**src/rtl/hex_io_pkg.sv**
```systemverilog
// Shared types and constants for the hex keypad reader.
//
// Contents:
//   key_state_e  - press/release tracking FSM states
//   scan_class_e - classification of one complete keypad scan
//   KEY_COLS     - number of keypad columns (and rows) scanned
package hex_io_pkg;

    localparam int KEY_COLS = 4;

    typedef enum logic [1:0] {
        ST_IDLE     = 2'd0,
        ST_DEBOUNCE = 2'd1,
        ST_PRESSED  = 2'd2,
        ST_RELEASE  = 2'd3
    } key_state_e;

    typedef enum logic [1:0] {
        SCAN_NONE   = 2'd0,
        SCAN_SINGLE = 2'd1,
        SCAN_MULTI  = 2'd2
    } scan_class_e;

endpackage

```
**src/rtl/keypad_scanner.sv**
```systemverilog
// Column scanner for a 4x4 matrix keypad.
//
// Drives one column low at a time for SCAN_DIV clocks and synchronizes the
// row lines.  The rows are sampled on the last cycle of each column period,
// which gives them time to settle.  The closures seen over the four columns
// are merged into one classification for the whole scan.
//
// Ports:
//   clk_i        - clock, rising edge
//   rst_ni       - asynchronous active-low reset
//   rows_i       - raw active-low row lines (asynchronous to clk_i)
//   cols_o       - active-low one-hot column drive
//   scan_done_o  - one-cycle pulse on the clock after column 3 is sampled
//   scan_class_o - NONE / SINGLE / MULTI for the scan just completed
//   scan_code_o  - {row, col} of the closed key, meaningful for SINGLE
module keypad_scanner
    import hex_io_pkg::*;
#(
    parameter int SCAN_DIV = 1000
) (
    input  logic                clk_i,
    input  logic                rst_ni,
    input  logic [KEY_COLS-1:0] rows_i,
    output logic [KEY_COLS-1:0] cols_o,
    output logic                scan_done_o,
    output scan_class_e         scan_class_o,
    output logic [3:0]          scan_code_o
);

    localparam int               DIV_W    = (SCAN_DIV > 1) ? $clog2(SCAN_DIV) : 1;
    localparam logic [DIV_W-1:0] DIV_LAST = DIV_W'(SCAN_DIV - 1);

    logic [KEY_COLS-1:0] rows_meta_q;
    logic [KEY_COLS-1:0] rows_sync_q;
    logic [DIV_W-1:0]    div_q, div_d;
    logic [1:0]          col_q, col_d;
    logic [KEY_COLS-1:0] cols_q, cols_d;
    scan_class_e         acc_class_q, acc_class_d;
    logic [3:0]          acc_code_q, acc_code_d;
    logic                done_q, done_d;

    logic                col_last;
    logic [KEY_COLS-1:0] closed;
    logic [2:0]          n_closed;
    scan_class_e         base_class;

    function automatic logic [2:0] count_ones(input logic [KEY_COLS-1:0] v);
        logic [2:0] n;
        n = 3'd0;
        for (int i = 0; i < KEY_COLS; i++) begin
            n = n + {2'b00, v[i]};
        end
        return n;
    endfunction

    function automatic logic [1:0] low_index(input logic [KEY_COLS-1:0] v);
        logic [1:0] idx;
        idx = 2'd0;
        for (int i = KEY_COLS - 1; i >= 0; i--) begin
            if (v[i]) begin
                idx = 2'(i);
            end
        end
        return idx;
    endfunction

    assign col_last = (div_q == DIV_LAST);
    assign closed   = ~rows_sync_q;
    assign n_closed = count_ones(closed);

    always_comb begin
        div_d       = col_last ? '0 : div_q + DIV_W'(1);
        col_d       = col_q;
        cols_d      = cols_q;
        acc_class_d = acc_class_q;
        acc_code_d  = acc_code_q;
        done_d      = 1'b0;
        // Column 0 starts a fresh scan; later columns build on what was seen.
        base_class  = (col_q == 2'd0) ? SCAN_NONE : acc_class_q;

        if (col_last) begin
            col_d  = col_q + 2'd1;
            cols_d = ~(KEY_COLS'(1) << col_d);
            if (n_closed >= 3'd2) begin
                acc_class_d = SCAN_MULTI;
            end else if (n_closed == 3'd1) begin
                if (base_class == SCAN_NONE) begin
                    acc_class_d = SCAN_SINGLE;
                    acc_code_d  = {low_index(closed), col_q};
                end else begin
                    acc_class_d = SCAN_MULTI;
                end
            end else begin
                acc_class_d = base_class;
            end
            done_d = (col_q == 2'd3);
        end
    end

    always_ff @(posedge clk_i or negedge rst_ni) begin
        if (!rst_ni) begin
            rows_meta_q <= '1;
            rows_sync_q <= '1;
            div_q       <= '0;
            col_q       <= 2'd0;
            cols_q      <= 4'b1110;
            acc_class_q <= SCAN_NONE;
            acc_code_q  <= 4'd0;
            done_q      <= 1'b0;
        end else begin
            rows_meta_q <= rows_i;
            rows_sync_q <= rows_meta_q;
            div_q       <= div_d;
            col_q       <= col_d;
            cols_q      <= cols_d;
            acc_class_q <= acc_class_d;
            acc_code_q  <= acc_code_d;
            done_q      <= done_d;
        end
    end

    // The accumulator holds the final result for the whole pulse: it is not
    // rewritten until the next column-0 sample, SCAN_DIV clocks later.
    assign cols_o       = cols_q;
    assign scan_done_o  = done_q;
    assign scan_class_o = acc_class_q;
    assign scan_code_o  = acc_code_q;

endmodule

```
**src/rtl/hex_keypad_reader.sv**
```systemverilog
// Hex keypad reader: scans a 4x4 keypad, debounces presses and releases,
// and keeps the last eight accepted digits for an 8-digit hex display.
//
// A press is accepted after DEBOUNCE consecutive scans that each show the same
// single key.  Once accepted, the key must read as released for DEBOUNCE
// consecutive scans before another press can be accepted.  Holding a key or
// adding keys while held (rollover) never produces a second press.
//
// Ports:
//   clk       - clock, rising edge
//   rst_n     - asynchronous active-low reset
//   rows      - keypad rows, active-low, asynchronous to clk
//   cols      - keypad column drive, active-low one-hot
//   clear     - synchronous clear of data
//   key_code  - hex value of the last accepted key
//   key_valid - one-cycle pulse per accepted press
//   data      - last 8 accepted digits, newest in data[3:0]
module hex_keypad_reader
    import hex_io_pkg::*;
#(
    parameter int SCAN_DIV = 1000,
    parameter int DEBOUNCE = 4
) (
    input  logic                clk,
    input  logic                rst_n,
    input  logic [KEY_COLS-1:0] rows,
    output logic [KEY_COLS-1:0] cols,
    input  logic                clear,
    output logic [3:0]          key_code,
    output logic                key_valid,
    output logic [31:0]         data
);

    localparam int               CNT_W   = $clog2(DEBOUNCE + 1);
    localparam logic [CNT_W-1:0] CNT_MAX = CNT_W'(DEBOUNCE);
    localparam logic [CNT_W-1:0] CNT_ONE = CNT_W'(1);

    logic        scan_done;
    scan_class_e scan_class;
    logic [3:0]  scan_code;

    key_state_e       state_q, state_d;
    logic [CNT_W-1:0] cnt_q, cnt_d;
    logic [CNT_W-1:0] cnt_inc;
    logic [3:0]       cand_q, cand_d;
    logic [3:0]       key_code_q, key_code_d;
    logic             key_valid_q, key_valid_d;
    logic [31:0]      data_q, data_d;
    logic             accept;
    logic [3:0]       accept_code;

    keypad_scanner #(
        .SCAN_DIV (SCAN_DIV)
    ) u_scanner (
        .clk_i        (clk),
        .rst_ni       (rst_n),
        .rows_i       (rows),
        .cols_o       (cols),
        .scan_done_o  (scan_done),
        .scan_class_o (scan_class),
        .scan_code_o  (scan_code)
    );

    assign cnt_inc = (cnt_q >= CNT_MAX) ? CNT_MAX : cnt_q + CNT_ONE;

    always_comb begin
        state_d     = state_q;
        cnt_d       = cnt_q;
        cand_d      = cand_q;
        accept      = 1'b0;
        accept_code = cand_q;

        if (scan_done) begin
            case (state_q)
                ST_IDLE: begin
                    if (scan_class == SCAN_SINGLE) begin
                        cand_d = scan_code;
                        cnt_d  = CNT_ONE;
                        // A single clean scan is enough when DEBOUNCE is 1.
                        if (DEBOUNCE == 1) begin
                            accept      = 1'b1;
                            accept_code = scan_code;
                            state_d     = ST_PRESSED;
                        end else begin
                            state_d = ST_DEBOUNCE;
                        end
                    end
                end
                ST_DEBOUNCE: begin
                    if (scan_class == SCAN_SINGLE && scan_code == cand_q) begin
                        cnt_d = cnt_inc;
                        if (cnt_inc == CNT_MAX) begin
                            accept  = 1'b1;
                            state_d = ST_PRESSED;
                        end
                    end else begin
                        cnt_d   = '0;
                        state_d = ST_IDLE;
                    end
                end
                ST_PRESSED: begin
                    if (scan_class == SCAN_NONE) begin
                        cnt_d   = CNT_ONE;
                        state_d = (DEBOUNCE == 1) ? ST_IDLE : ST_RELEASE;
                    end
                end
                ST_RELEASE: begin
                    if (scan_class == SCAN_NONE) begin
                        cnt_d = cnt_inc;
                        if (cnt_inc == CNT_MAX) begin
                            cnt_d   = '0;
                            state_d = ST_IDLE;
                        end
                    end else begin
                        state_d = ST_PRESSED;
                    end
                end
                default: begin
                    cnt_d   = '0;
                    state_d = ST_IDLE;
                end
            endcase
        end

        key_valid_d = accept;
        key_code_d  = accept ? accept_code : key_code_q;
        // clear has priority over a coincident accept for the digit history.
        if (clear) begin
            data_d = 32'd0;
        end else if (accept) begin
            data_d = {data_q[27:0], accept_code};
        end else begin
            data_d = data_q;
        end
    end

    always_ff @(posedge clk or negedge rst_n) begin
        if (!rst_n) begin
            state_q     <= ST_IDLE;
            cnt_q       <= '0;
            cand_q      <= 4'd0;
            key_code_q  <= 4'd0;
            key_valid_q <= 1'b0;
            data_q      <= 32'd0;
        end else begin
            state_q     <= state_d;
            cnt_q       <= cnt_d;
            cand_q      <= cand_d;
            key_code_q  <= key_code_d;
            key_valid_q <= key_valid_d;
            data_q      <= data_d;
        end
    end

    assign key_code  = key_code_q;
    assign key_valid = key_valid_q;
    assign data      = data_q;

endmodule

```
**config.mk**
```make
export PLATFORM = sky130hd
export DESIGN_NAME = hex_keypad_reader
export DESIGN_NICKNAME = d
export VERILOG_FILES = /design/src/rtl/hex_io_pkg.sv /design/src/rtl/keypad_scanner.sv /design/src/rtl/hex_keypad_reader.sv
export SDC_FILE = /design/constraint.sdc
export NUM_CORES = 1
export LEC_CHECK = 0
export CAP_MARGIN = 30
export CORE_MARGIN = 10
export CORE_UTILIZATION = 46
export DETAILED_ROUTE_END_ITERATION = 10
export PLACE_DENSITY = 0.71
export SYNTH_ARGS = -nofsm -noshare
export SYNTH_HDL_FRONTEND = slang
export SYNTH_SLANG_ARGS = --single-unit
```
**constraint.sdc**
```tcl
create_clock -name clk -period 7.1 [get_ports clk]
set_input_delay 1.42 -clock clk [delete_from_list [all_inputs] [get_ports clk]]
set_output_delay 1.42 -clock clk [all_outputs]
set_load 0.02 [all_outputs]
```
; ---- Yosys cells after proc, flatten, opt, wreduce, memory -nomap -nowiden
; Index checks and enable logic that the tools add are counted.
[word_totals]
out_inout_bits = 41
reg_bits = 77
[op_classes]
shift = 1
reduce_logical = 10
n_lt_le_gt_ge = 2
mux = 30
add_sub_neg = 6
eq_ne = 14
bitwise = 3
[ops]
columns = op, count
row1 = 32-bit two-way mux, 2
row2 = 2-bit two-way mux, 14
row3 = 3-bit two-way mux, 6
row4 = 3-bit case mux with 4 select lines, 1
row5 = 10-bit by 1-bit adder with 10-bit output (second input constant), 1
row6 = 10-bit == test (second input constant), 1
row7 = 10-bit two-way mux, 1
row8 = 2-bit logical NOT, 4
row9 = 4-bit inverter, 2
row10 = 2-bit case mux with 4 select lines, 1
row11 = 4-bit AND reduction, 2
row12 = 3-bit by 1-bit adder with 3-bit output, 2
row13 = 2-bit == test (second input constant), 3
row14 = 2-bit != test (second input constant), 3
row15 = 3-bit != test (second input constant), 2
row16 = 1-bit two-way mux, 5
row17 = 5-bit AND reduction, 1
row18 = 2-bit by 1-bit == test with 1-bit output (second input constant), 2
row19 = 4-bit == test, 1
row20 = 1-bit by 2-bit << shifter with 4-bit output (first input constant), 1
row21 = 3-bit by 1-bit adder with 3-bit output (second input constant), 1
row22 = 3-bit by 1-bit == test with 1-bit output (second input constant), 1
row23 = 3-bit == test (second input constant), 1
row24 = 3-bit by 2-bit greater-or-equal comparator with 1-bit output (second input constant), 1
row25 = 7 further kinds, 7

; ---- Depth between registers and ports, before layout
[depth]
ltp_word = 9
depth_mapped = 9
ltp_nobuf = 9

; ---- Cells and area by module
; A second synthesis with hierarchy kept.
[hier_totals]
hier_cells = 344
area_unflattened_um2 = 3677.3
[modules_own_cells]
columns = mod, cells_per_inst, instances, area_per_inst_um2
row1 = hex_keypad_reader, 223, 1, 2224.6
row2 = keypad_scanner, 121, 1, 1452.6

; ---- Least setup slack after synthesis
; No wires, ideal clock.
[synth_path]
kind = register -> register
startpoint = reg u_scanner.rows_sync_q[0]
endpoint = reg u_scanner.acc_code_q[0], in the netlist u_scanner.scan_code_o[0]
arrival_ns = 2.640
setup_ns = 0.128
n_path_buf = 0
path_slack_ns = 4.332
path_stages_with_launch = 10
cell_sequence = dfstp_2 -> inv_1 -> ha_1 -> fa_1 -> inv_1 -> ha_1 -> nor3b_1 -> o21ai_0 -> nor3_4 -> mux2_1
[synth_between]
elab_chain_len = 7
word_cells_on_any_way = 8
classes_between = add/sub: 3 / order compare: 1 / eq/ne: 1 / bitwise: 2 / reduce/logical: 1
[synth_lines]
columns = item, line_no
row1 = from (decl), keypad_scanner.sv:34  ; logic [KEY_COLS-1:0] rows_sync_q;
row2 = from (signal assigned), keypad_scanner.sv:112  ; rows_sync_q <= rows_meta_q;
row3 = 4-bit inverter (*), keypad_scanner.sv:68  ; assign closed = ~rows_sync_q;
row4 = 1-bit by 1-bit adder with 2-bit output (*), keypad_scanner.sv:51  ; n = n + {2'b00, v[i]};
row5 = 3-bit by 1-bit adder with 3-bit output (*) (2 in series), keypad_scanner.sv:51
row6 = 3-bit by 2-bit greater-or-equal comparator with 1-bit output, keypad_scanner.sv:84  ; if (n_closed >= 3'd2) begin
row7 = 1-bit inverter (no line), -
row8 = 4-bit AND reduction (no line) (*), -
row9 = to (signal assigned), keypad_scanner.sv:117  ; acc_code_q <= acc_code_d;
row10 = to (decl), keypad_scanner.sv:39  ; logic [3:0] acc_code_q, acc_code_d;
; Every way passes the cells marked *; elsewhere a longest branch is shown, timed or not.
; A chain may end at the register's enable or synchronous reset.

; ---- Final worst setup path
; Ends and elaborated chain as after synthesis.

==> metrics.cfg <==
[run_status]
status=complete, no violations

[floorplanning]
start_util_pct=47.91
die_h_um=107.4
rows=31
fp.dieArea_um2=11530
core_area_um2=7331
io_pins=48
die_w_um=107.4

[logic_synthesis]
synth_cell_types=43
syn_area_um2=3512
synth.net_count=313
syn_inst=294
avgSynthCellArea_um2=11.95
async_flop_share_pct=100.0
synth-edff-count=0
yosysWarnings=0
yosysSeqAreaShare_pct=55.25
synth_top_flop_cell=dfrtp_1
ys_ff_latch=77

[sta]
finClkSkew_ns=0.009538
setup_viol=0
rsz0062_at_grt=no
fin_setup_tns_ns=0
slew_headroom_pct=36.50
worst_slew_pin_slew_ns=0.9526
fin_crit_ns=3.026
fin_hold_ws_ns=0.3574
maxSlewViolCount=0
finalCritPeriodShare_pct=42.62
hold_viol=0
fmax_mhz=330.5

[critical_path]
worst-setup-path-type=reg2reg
cpPeakStageDelay_ns=0.53
setup.worst_path.start=u_scanner.rows_sync_q[0]
start_kind=flop
cp_num_buf_inv=2
crit_chain=inv_1 -> ha_1 -> fa_1 -> inv_1 -> ha_1 -> nor3b_1 -> o21ai_0 -> nor3_4 -> mux2_1
critPathMaxFanout=5
cp_top_family=adder cells
end_kind=flop
arrival_ns=3.26
required_ns=7.33
rr_startpoint=u_scanner.rows_sync_q[0]
critPathSlowestCell=dfstp_2

[cells_and_area]
fin_util_pct=58.53
fin_nets=363
fill_cells=594
final_common_cell=dfrtp_1
drive_gt1_share_pct=12.61
areaGrowthSynthToFinish_pct=22.16
layout_common_cells=dfrtp_1, clkdlybuf4s50_1, nand2b_1
diodes=0
stdcell_area_um2=4290

[run]
maxCapViolCount=0

[placement]
gp_congestion=0.7705
placed_area_um2=4063
place_hpwl_um=4511
portBuffers=47

[power_and_ir_drop]
p_per_area_nw_per_um2=187.1
power_frac_comb_pct=3.5
internal_power_uw=623.9
clock_power_share_pct=41.3
irDropWorstVdd_mv=0.1206
switchingPower_uw=178.7
leakagePower_uw=0.001832
seqPwrFrac_pct=55.2
p_total_uw=802.6
swShare_pct=22.26

[clock_network]
holdBufCountCts=0
htreeDepth=3
cts_tree=done
cts_root_buffer=clkbuf_8
cts_made_buffers=9
post-cts-setup-buffers=0
ctsResizeCount=0
clock_latency_ns=0.35
clk_path_buf_depth=2
clk_pin_slew_ns=0.08
clock_sinks=77

[global_routing]
grtUsageTotal_pct=11.91
antenna_found_initial=0
grt_max_degree=78
grt_overflow=0
grt_pass1_vias=2239
grt_pass1_wl_um=11120

[detailed_routing]
vias=2251
dr.pass1.iters=4
drc_errors=0
via_per_inst=5.025
antenna_left=0
routedWlPerCell_um=14.52
wl_um=6504
drtIter0Drc=91

[hold_path]
hp-class=reg2reg
holdCritStartpoint=u_scanner.rows_meta_q[0]

==> per-stage QoR <==
step	worst slack [ns]	instances
after global routing	3.816	448
final	4.074	448
after detailed placement	4.071	431
after CTS	4.060	447
after global placement	4.090	430
after floorplan	4.332	294
==> metal layers <==
metal | share of wire [%] | wire [um] | global-route usage, %
met1 | 45 | 2945 | 15.27
met2 | 48 | 3119 | 17.93
met3 | 4.6 | 298 | 3.234
met4 | 2.2 | 141 | 6.298
met5 | 0 | 0 | 0
==> synthesized netlist by cell type, types with 5 or more instances <==
cell,count,area [um^2]
nor2_1,8,30.03
nand4_1,5,31.28
mux2i_1,33,330.3
mux2_2,7,78.83
dfstp_2,11,289.0
inv_1,17,63.81
dfrtp_1,66,1652
o21ai_0,12,60.06
ha_1,11,137.6
nand3_1,5,25.02
and2_1,7,43.79
xnor2_1,5,43.79
nand2b_1,36,225.2
nand2_1,14,52.55
xor2_1,7,61.31
clkbuf_1,6,22.52
==> state kept, by name, indices dropped and copies added, names as in the netlist <==
name / count
u_scanner.cols_o: 4
u_scanner.rows_meta_q: 4
u_scanner.col_q: 2
u_scanner.scan_class_o: 2
data: 32
u_scanner.div_q: 10
state_q: 2
accept_code: 4
u_scanner.rows_sync_q: 4
key_valid: 1
cnt_q: 3
u_scanner.scan_code_o: 4
u_scanner.scan_done_o: 1
key_code: 4
==> power groups by stage <==
stage	registers, uW	logic (uW)	clock network [uW]
after CTS	443	27.0	341
final	443	28.0	331
after detailed placement	452	26.9	0
after global placement	452	26.4	0
after floorplan	452	12.5	0
after global routing	444	32.1	358
==> final timing paths <==
| check | end | cells after the start | slack [ns] |
|---|---|---|---|
| setup / recovery | u_scanner.scan_code_o[0] | 9 | 4.07 |
| hold / removal | u_scanner.rows_sync_q[0] | 0 | 0.36 |
| setup reg to reg | u_scanner.scan_code_o[0] | 9 | 4.07 |
| hold reg to reg | u_scanner.rows_sync_q[0] | 0 | 0.36 |
| max in group asynchronous | u_scanner.cols_o[3] | 2 | 5.66 |
| min in group asynchronous | data[31] | 1 | 0.86 |
==> cells by family (layout without fill, tap and decap cells) <==
logic type / after synthesis / in the layout / synth area share, %
muxes: 43 / 43 / 12.61
adders and majority gates: 12 / 12 / 4.489
xor gates and xnor gates: 12 / 12 / 2.992
and+or+nand+nor: 91 / 91 / 15.53
DFF: 77 / 77 / 55.25
buffers and inverters: 28 / 83 / 3.384
AOI/OAI and AO/OA: 31 / 31 / 5.736
==> cell type report <==
type | instances | area [um^2] | share of cell area, %
Clock inverter | 6 | 62.56 | 1.458
Clock buffer | 10 | 137.6 | 3.208
Sequential cell | 77 | 1941 | 45.23
Inverter | 17 | 63.81 | 1.487
Timing Repair Buffer | 50 | 508.0 | 11.84
Multi-Input combinational cell | 189 | 1454 | 33.89
Tap cell | 99 | 123.9 | 2.887
Note: power is estimated with default switching activity, not from simulation.
